$ cat src/rtl/clut_loader.sv
// CLUT fill engine: tracks resident 16-colour blocks of the current CLUT and
// loads a missing block with an 8-beat VRAM burst into the CLUT cache.
module clut_loader (
    input  logic        i_clk,
    input  logic        i_rst,
    input  logic        i_clutSet,
    input  logic [5:0]  i_clutX,
    input  logic [8:0]  i_clutY,
    input  logic        i_fetchReq,
    input  logic [3:0]  i_fetchBlock,
    output logic        o_ready,
    output logic [15:0] o_blockValid,
    output logic        o_memReq,
    output logic [18:0] o_memAddr,
    input  logic        i_memAck,
    input  logic        i_memValid,
    input  logic [31:0] i_memData,
    output logic        o_write,
    output logic [3:0]  o_writeBlockIndex,
    output logic [2:0]  o_writeIdxInBlk,
    output logic [31:0] o_Colors
);

    typedef enum logic [1:0] {IDLE, REQ, DATA, DONE} state_t;

    state_t      state, stateNext;
    logic [5:0]  tagX;
    logic [8:0]  tagY;
    logic [3:0]  block;
    logic [2:0]  beatCnt;
    logic        stale;

    logic        tagChange;
    logic [5:0]  effX;
    logic [8:0]  effY;
    logic [15:0] effValid;
    logic [5:0]  addrX;
    logic        fetchMiss;
    logic        beat;
    logic        lastBeat;

    // A changed tag takes effect in the same cycle, so a fetch arriving with
    // it sees all blocks invalid and addresses the new CLUT position.
    assign tagChange = i_clutSet && ({i_clutX, i_clutY} != {tagX, tagY});
    assign effX      = tagChange ? i_clutX : tagX;
    assign effY      = tagChange ? i_clutY : tagY;
    assign effValid  = tagChange ? 16'd0 : o_blockValid;
    // X wraps modulo 64 so the burst stays on the same VRAM line.
    assign addrX     = effX + {2'b00, i_fetchBlock};
    assign fetchMiss = (state == IDLE) && i_fetchReq && !effValid[i_fetchBlock];
    assign beat      = (state == DATA) && i_memValid;
    assign lastBeat  = beat && (beatCnt == 3'd7);

    // Both are decodes of the state register, so they behave as registered outputs.
    assign o_ready  = (state == IDLE);
    assign o_memReq = (state == REQ);

    // State register.
    always_ff @(posedge i_clk) begin
        if (i_rst) state <= IDLE;
        else       state <= stateNext;
    end

    // Next-state logic for the fill sequence.
    always_comb begin
        stateNext = state;
        case (state)
            IDLE:    if (fetchMiss) stateNext = REQ;
            REQ:     if (i_memAck)  stateNext = DATA;
            DATA:    if (lastBeat)  stateNext = DONE;
            DONE:    stateNext = IDLE;
            default: stateNext = IDLE;
        endcase
    end

    // Tag, residency flags, burst bookkeeping and cache write port.
    always_ff @(posedge i_clk) begin
        if (i_rst) begin
            tagX              <= '0;
            tagY              <= '0;
            o_blockValid      <= '0;
            block             <= '0;
            beatCnt           <= '0;
            stale             <= 1'b0;
            o_memAddr         <= '0;
            o_write           <= 1'b0;
            o_writeBlockIndex <= '0;
            o_writeIdxInBlk   <= '0;
            o_Colors          <= '0;
        end else begin
            o_write <= 1'b0;

            if (tagChange) begin
                tagX <= i_clutX;
                tagY <= i_clutY;
            end

            // A block fetched for an old tag must never be marked resident;
            // DONE in the same cycle as a tag change also loses its bit.
            if (tagChange)
                o_blockValid <= '0;
            else if (state == DONE && !stale)
                o_blockValid[block] <= 1'b1;

            if (tagChange && state != IDLE)
                stale <= 1'b1;

            if (fetchMiss) begin
                block     <= i_fetchBlock;
                beatCnt   <= '0;
                stale     <= 1'b0;
                o_memAddr <= {effY, addrX, 3'b000};
            end

            if (beat) begin
                o_write           <= 1'b1;
                o_writeBlockIndex <= block;
                o_writeIdxInBlk   <= beatCnt;
                o_Colors          <= i_memData;
                beatCnt           <= beatCnt + 3'd1;
            end
        end
    end

endmodule

$ cat config.mk
export PLATFORM = sky130hd
export DESIGN_NAME = clut_loader
export DESIGN_NICKNAME = d
export VERILOG_FILES = /design/src/rtl/clut_loader.sv
export SDC_FILE = /design/constraint.sdc
export NUM_CORES = 1
export LEC_CHECK = 0
export CAP_MARGIN = 20
export CORE_MARGIN = 8
export CORE_UTILIZATION = 45
export DETAILED_ROUTE_END_ITERATION = 6
export GPL_TIMING_DRIVEN = 0
export MAX_ROUTING_LAYER = met4
export PLACE_DENSITY_LB_ADDON = 0.1
export SYNTH_ARGS = -nofsm -noshare
export SYNTH_HDL_FRONTEND = slang
export SYNTH_SLANG_ARGS = --single-unit
$ cat constraint.sdc
create_clock -name i_clk -period 11.8 [get_ports i_clk]
set_input_delay 3.54 -clock i_clk [delete_from_list [all_inputs] [get_ports i_clk]]
set_output_delay 3.54 -clock i_clk [all_outputs]
set_load 0.05 [all_outputs]
==> flow_summary_export.csv, run 1 <==
group,metric,value,unit
placed_design,post-dp-hpwl,8.540,mm
clocking,ctsHoldBuffers,0,
route,dr.first_iter.drc_count,133,
global_route,grt_overflow,0,
route,vias,3556,
hold_path,whs_path_depth,2,
logic_synthesis,synthMuxAreaShare,8.050,%
finish,final_util,65.08,%
power,p_leak,0.002059,uW
critical_path,required,12.06,ns
route,drt.antenna.violating_nets,0,
logic_synthesis,synth_top_family_by_area,"simple AND/OR/NAND/NOR gates",
clocking,cts_tree,"built",
floorplan,start_util,46.34,%
critical_path,crit_type,"input pin to flop",
route,wl_per_cell,16.09,um
logic_synthesis,synth.distinct_cells,41,
logic_synthesis,syn_area,4041,um2
route,drt-vias-per-instance,5.109,
status,status,"finished clean",
timing,fin_skew,0.009477,ns
clocking,clk_path_buf_depth,2,
logic_synthesis,synth-async-reset-ratio,0,%
finish,drive_gt1_share,9.014,%
floorplan,core-area,8721,um2
timing,min_period,6.798,ns
logic_synthesis,syn_area_per_cell,9.185,um2
logic_synthesis,synth_top_flop_cell,"dfxtp_1",
route,drt-pass1-iter-count,5,
clocking,cts_num_sinks,96,
floorplan,num_rows,34,
floorplan,die_area,12270,um2
logic_synthesis,synth-edff-count,0,
clocking,path_clk_slew,0.10,ns
hold_path,hold_path.startpoint,"o_Colors[18]",
placed_design,gp_congestion,0.7717,
clocking,htree_levels,3,
global_route,grt_max_degree,17,
timing,setup_violations,0,
clocking,cts_buffers,9,
floorplan,ios,134,
logic_synthesis,yosys_warnings,0,
critical_path,timing.rr.end,"o_memAddr[8]",
power,ir_drop,75.95,uV
critical_path,cp-end-kind,"flop",
logic_synthesis,synthCells,440,
logic_synthesis,synth-adder-area-share,3.591,%
timing,rsz0062_at_grt,"no",
global_route,grt_pass1_wl,18.09,mm
route,routed_wl,11.20,mm
finish,n_antenna_cell,0,
logic_synthesis,seq_area_frac_synth,47.55,%
logic_synthesis,synthXorXnorAreaFrac,3.901,%
flow_run,max_cap_viol_count,0,
floorplan,die_w,110.8,um
finish,area_growth,40.43,%
global_route,grt_pass1_vias,3648,
logic_synthesis,synth_compound_area_share,15.11,%
critical_path,critPathLaunchType,"input pin",
timing,tightest_slew,0.7682,ns
floorplan,die_h,110.8,um
critical_path,cp.arrival,7.06,ns
timing,slew_headroom,48.79,%
finish,nets,651,
timing,fin_crit_sh,57.61,%
placed_design,io_buffers,129,
power,power_density,173.9,nW/um2
critical_path,r2r-start,"tagY[2]",
clocking,clk_latency,0.35,ns
power,finalPower,986.7,uW
global_route,grt_antenna_before_repair,0,
timing,slew_violations,0,
critical_path,critPathMaxFanout,10,
critical_path,reg2reg_depth,14,
clocking,post_cts_resized,0,
timing,hold_viol,0,
clocking,cts_setup_buffers,0,
critical_path,r2r_slack,8.33,ns
global_route,grt.total_usage,18.15,%
timing,fin_setup_tns,0,ns
route,drc,0,
hold_path,min_to,"o_Colors[18]",
timing,fmax,0.1471,GHz
hold_path,min_path_type,"flop to flop",
logic_synthesis,synth-seq-cells,96,
clocking,cts_root_buf,"clkbuf_8",
logic_synthesis,synth-simple-area-share,16.90,%
[metrics by stage]
step	worst slack (ns)	cells	hold slack, ns	instance area (um2)
finish	5.002	696	0.4575	5675
global route	4.768	696	0.4765	5675
CTS	4.987	696	0.4608	5675
detailed placement	4.633	680	0.4474	5479
global placement	4.711	680	0.4413	5479
floorplan	5.536	443	0.4490	4053
[cell usage after synthesis (2+ instances only)]
cell / count / area (um2)
o21a_1: 2 / 15.01
o2111ai_1: 2 / 17.52
nor2_1: 47 / 176.4
xnor2_1: 14 / 122.6
buf_4: 6 / 45.04
xor2_1: 4 / 35.03
mux2i_1: 19 / 190.2
dfxtp_1: 96 / 1922
nor3_1: 7 / 35.03
inv_1: 8 / 30.03
a31oi_1: 4 / 25.02
a211oi_2: 11 / 137.6
clkbuf_1: 13 / 48.80
mux4_2: 4 / 90.09
nand4_1: 4 / 25.02
a21o_1: 3 / 22.52
ha_1: 10 / 125.1
nor2_2: 5 / 31.28
buf_1: 5 / 18.77
nor2b_1: 4 / 25.02
mux2_2: 4 / 45.04
and2_1: 5 / 31.28
a21oi_1: 59 / 295.3
nand2_1: 87 / 326.6
[final cells by class]
class                           instances  area [um2]
Sequential cell                        96        1922
Buffer                                 28       163.9
Inverter                                8       30.03
Fill cell                             760        3045
Clock buffer                           10       127.6
Clock inverter                          6       68.82
Timing Repair Buffer                  129        1291
Multi-Input combinational cell        311        1937
Tap cell                              108       135.1
[flip-flops by register name, indices dropped and copies added (netlist names), 3 cells and up]
register and flops:
beatCnt 3, block 4, o_Colors 32, o_blockValid 16, o_memAddr 15, o_writeBlockIndex 4
o_writeIdxInBlk 3, tagX 6, tagY 9
[layout by cell type (no fill, tap or decap), types with 2 or more instances in the layout]
cell type	n
a21oi_1	59
o2111ai_1	2
clkinv_4	2
clkbuf_8	9
clkbuf_1	14
nor3_1	7
o21a_1	2
nor2_2	5
nor2_1	47
a21o_1	3
conb_1	4
clkdlybuf4s50_1	129
nor2b_1	4
mux2i_1	19
ha_1	10
dfxtp_1	96
xor2_1	4
buf_1	5
mux4_2	4
mux2_2	4
a211oi_2	11
and2_1	5
inv_1	8
nand4_1	4
nand2_1	87
buf_4	6
xnor2_1	14
a31oi_1	4
[layer usage]
metal	vias up	share of wire (%)	GRT usage, %	wire length, um
li1	1764	-	-	-
met1	1681	42	20.40	4759
met2	101	50	30.37	5570
met3	10	6.6	5.357	738
met4	0	1.2	5.495	132
met5	-	0	-	0
[where the power goes]
part | total [uW] | internal, uW | leakage (uW) | switching (uW)
combinational | 384 | 140 | 0.00118 | 243
clock | 216 | 99.4 | 0.0000968 | 117
sequential | 387 | 361 | 0.000781 | 25.6
[how the worst max path moves through the flow]
stage                from            to  depth (start not counted)
3_5_place_dp   i_clutY[6]  o_memAddr[8]                         15
2_1_floorplan  i_clutY[6]  o_memAddr[7]                         12
5_1_grt        i_clutY[6]  o_memAddr[8]                         15
4_1_cts        i_clutY[6]  o_memAddr[8]                         15
3_3_place_gp   i_clutY[6]  o_memAddr[7]                         13
6_report       i_clutY[6]  o_memAddr[8]                         15
[logic make-up (layout without fill, tap and decap cells)]
family / count (synthesis) / after routing
xor+xnor: 18 / 18
simple gates: 164 / 164
buf+inv: 36 / 181
flops: 96 / 96
mux: 27 / 27
other cells: 1 / 4
compound gates: 87 / 87
fa+ha+maj: 11 / 11
[worst max-delay path, stage by stage]
cell	delay, ns
clkdlybuf4s50_1	0.44
xor2_1	0.17
nor4_1	0.35
nand4_1	0.19
o31ai_4	0.35
buf_4	0.28
mux2_2	0.39
ha_1	0.27
a21o_1	0.18
a21oi_1	0.23
inv_1	0.07
a21oi_1	0.22
nand4b_1	0.15
nand4_1	0.11
o32ai_1	0.12
Power figures use the tool's default switching activity.
==> run 2: changes to the inputs <==
--- a/config.mk
+++ b/config.mk
@@ -7,7 +7,7 @@
 export LEC_CHECK = 0
 export CAP_MARGIN = 20
 export CORE_MARGIN = 8
-export CORE_UTILIZATION = 45
+export CORE_UTILIZATION = 41
 export DETAILED_ROUTE_END_ITERATION = 6
 export GPL_TIMING_DRIVEN = 0
 export MAX_ROUTING_LAYER = met4
==> constraint.sdc (replaced) <==
create_clock -name i_clk -period 6.1 [get_ports i_clk]
set_input_delay 1.83 -clock i_clk [delete_from_list [all_inputs] [get_ports i_clk]]
set_output_delay 1.83 -clock i_clk [all_outputs]
set_load 0.05 [all_outputs]
==> run 2 against run 1 <==
Compared with the run above:
- register-to-register slack got worse by 5.7 ns
- sequential share of layout area is 0.097 points lower
- first-iteration DRC count fell by 18%
- non-clock buffer count unchanged
- critical path depth shrank 2
- clock skew up 0.0060 ns
- total power increased by 90%
- flip-flop and latch count unchanged
- core utilization down 6.3 points
- global-route usage decreased by 0.87 points
- die area grew 8.3%
- highest routed layer unchanged
==> flow_summary_export.csv, run 2 (same netlist as run 1, synthesis figures left out) <==
group,metric,value,unit
status,status,"finished clean",
timing,setup_violations,0,
floorplan,ios,134,
power,p_leak,0.002057,uW
clocking,path_clk_slew,0.09,ns
floorplan,start_util,41.73,%
critical_path,crit_family,"compound AO/OA/AOI/OAI gates",
floorplan,die_area,13290,um2
power,clock_power_share,20.6,%
critical_path,cp.arrival,5.36,ns
finish,n_antenna_cell,0,
placed_design,gp_congestion,0.8080,
flow_run,max_cap_viol_count,0,
route,drc,0,
global_route,grt_pass1_wl,17.62,mm
route,drt-vias-per-instance,4.813,
timing,min_period,5.085,ns
timing,slew_violations,0,
route,routed_wl,10.96,mm
finish,reg.largest.list,"o_Colors: 32 flops, o_blockValid: 16 flops, o_memAddr: 15 flops",
critical_path,timing.rr.end,"o_memAddr[7]",
finish,largest_reg_flops,32,
critical_path,reg2reg_depth,12,
hold_path,hold_path.startpoint,"o_Colors[20]",
finish,drive_gt1_share,9.014,%
clocking,cts_num_sinks,96,
timing,fin_skew,0.01550,ns
floorplan,core-area,9684,um2
power,finalPower,1878,uW
route,drt.antenna.violating_nets,0,
placed_design,dp_cells,705,
finish,final_common_cell,"clkdlybuf4s50_1",
floorplan,num_rows,36,
clocking,cts_root_buf,"clkbuf_8",
clocking,htree_levels,3,
critical_path,crit_type,"input pin to flop",
placed_design,post-dp-hpwl,8.324,mm
clocking,clk_latency,0.36,ns
clocking,cts_buffers,9,
timing,tightest_slew,0.6923,ns
critical_path,path_cells,"clkdlybuf4s50_1 > xor2_1 > nor4_1 > nand4_1 > o31ai_4 > buf_4 > mux2_2 > ha_1 > fa_1 > a21o_1 > a21oi_1 > xnor2_1 > a211oi_2",
global_route,grt.total_usage,17.28,%
power,ir_drop,178.6,uV
critical_path,critPathSlowestCell,"clkdlybuf4s50_1",
critical_path,cp-end-kind,"flop",
clocking,post_cts_resized,0,
timing,fmax,0.1967,GHz
hold_path,whs_path_depth,2,
floorplan,die_w,115.3,um
finish,stdcell_count,721,
hold_path,min_to,"o_Colors[20]",
power,p_sw_share,39.61,%
critical_path,r2r-start,"tagY[2]",
global_route,grt_max_degree,17,
clocking,ctsHoldBuffers,0,
global_route,grt_overflow,0,
floorplan,die_h,115.3,um
clocking,clk_path_buf_depth,2,
route,dr.first_iter.drc_count,109,
critical_path,max_stage_delay,0.44,ns
power,p_int,1134,uW
finish,regMostFlops,"o_Colors",
timing,whs,0.4569,ns
finish,area_growth,40.84,%
power,seqPwrFrac,39.8,%
global_route,grt_antenna_before_repair,0,
critical_path,critPathMaxFanout,10,
finish,final_cell_mix,"clkdlybuf4s50_1, dfxtp_1, nand2_1",
timing,fin_setup_tns,0,ns
clocking,cts_setup_buffers,0,
timing,rsz0062_at_grt,"no",
hold_path,min_path_type,"flop to flop",
critical_path,r2r_slack,2.63,ns
critical_path,critPathLaunchType,"input pin",
placed_design,io_buffers,129,
route,wl_per_cell,15.21,um
finish,final_util,58.77,%
route,drt-pass1-iter-count,5,
global_route,grt_pass1_vias,3573,
power,power_density,330.0,nW/um2
finish,nets,651,
clocking,cts_tree,"built",
route,vias,3470,
timing,hold_viol,0,
power,p_sw,744.1,uW
power,combPwrFrac,39.6,%
critical_path,required,6.37,ns
timing,slew_headroom,53.85,%
timing,fin_crit_sh,83.35,%
critical_path,path_buf_inv,2,
[run 2: worst min-delay path: stages (launching register included)]
cell     delay, ns
dfxtp_1       0.32
nand2_1       0.05
a21oi_1       0.05
[run 2: per-layer routing]
layer	wire, um	vias to the layer above	global-route usage [%]
met3	696	10	5.200
met5	0	-	-
met4	102	0	5.517
met1	5135	1606	20.87
met2	5028	90	27.01
li1	-	1764	-
[run 2: cell type report]
class	count	area, um2
sequential	96	1922
clock inverter	5	40.04
tap	133	166.4
timing repair buffer	129	1291
buffer	28	163.9
clock buffer	11	141.4
inverter	8	30.03
multi-input combinational	311	1937
fill	886	3993
[run 2: how the worst max path moves through the flow]
stage	startpoint	endpoint	slack (ns)	depth (start not counted)
floorplan	i_clutY[6]	o_memAddr[7]	1.55	12
global placement	i_clutY[6]	o_memAddr[7]	0.65	13
detailed placement	i_clutY[6]	o_memAddr[7]	0.66	13
CTS	i_clutY[6]	o_memAddr[7]	1.03	13
global route	i_clutY[6]	o_memAddr[8]	0.79	15
finish	i_clutY[6]	o_memAddr[7]	1.02	13
[run 2: through the flow]
step	setup slack [ns]	area, um2
floorplan	1.546	4053
global placement	0.6469	5510
detailed placement	0.6599	5510
CTS	1.032	5692
global route	0.7933	5692
finish	1.015	5692
[run 2: power groups by stage]
stage	Sequential, uW	Clock [uW]	Combinational (uW)
finish	748	387	744
global route	757	426	797
floorplan	933	0	334
global placement	760	0	736
detailed placement	762	0	749
CTS	748	401	751
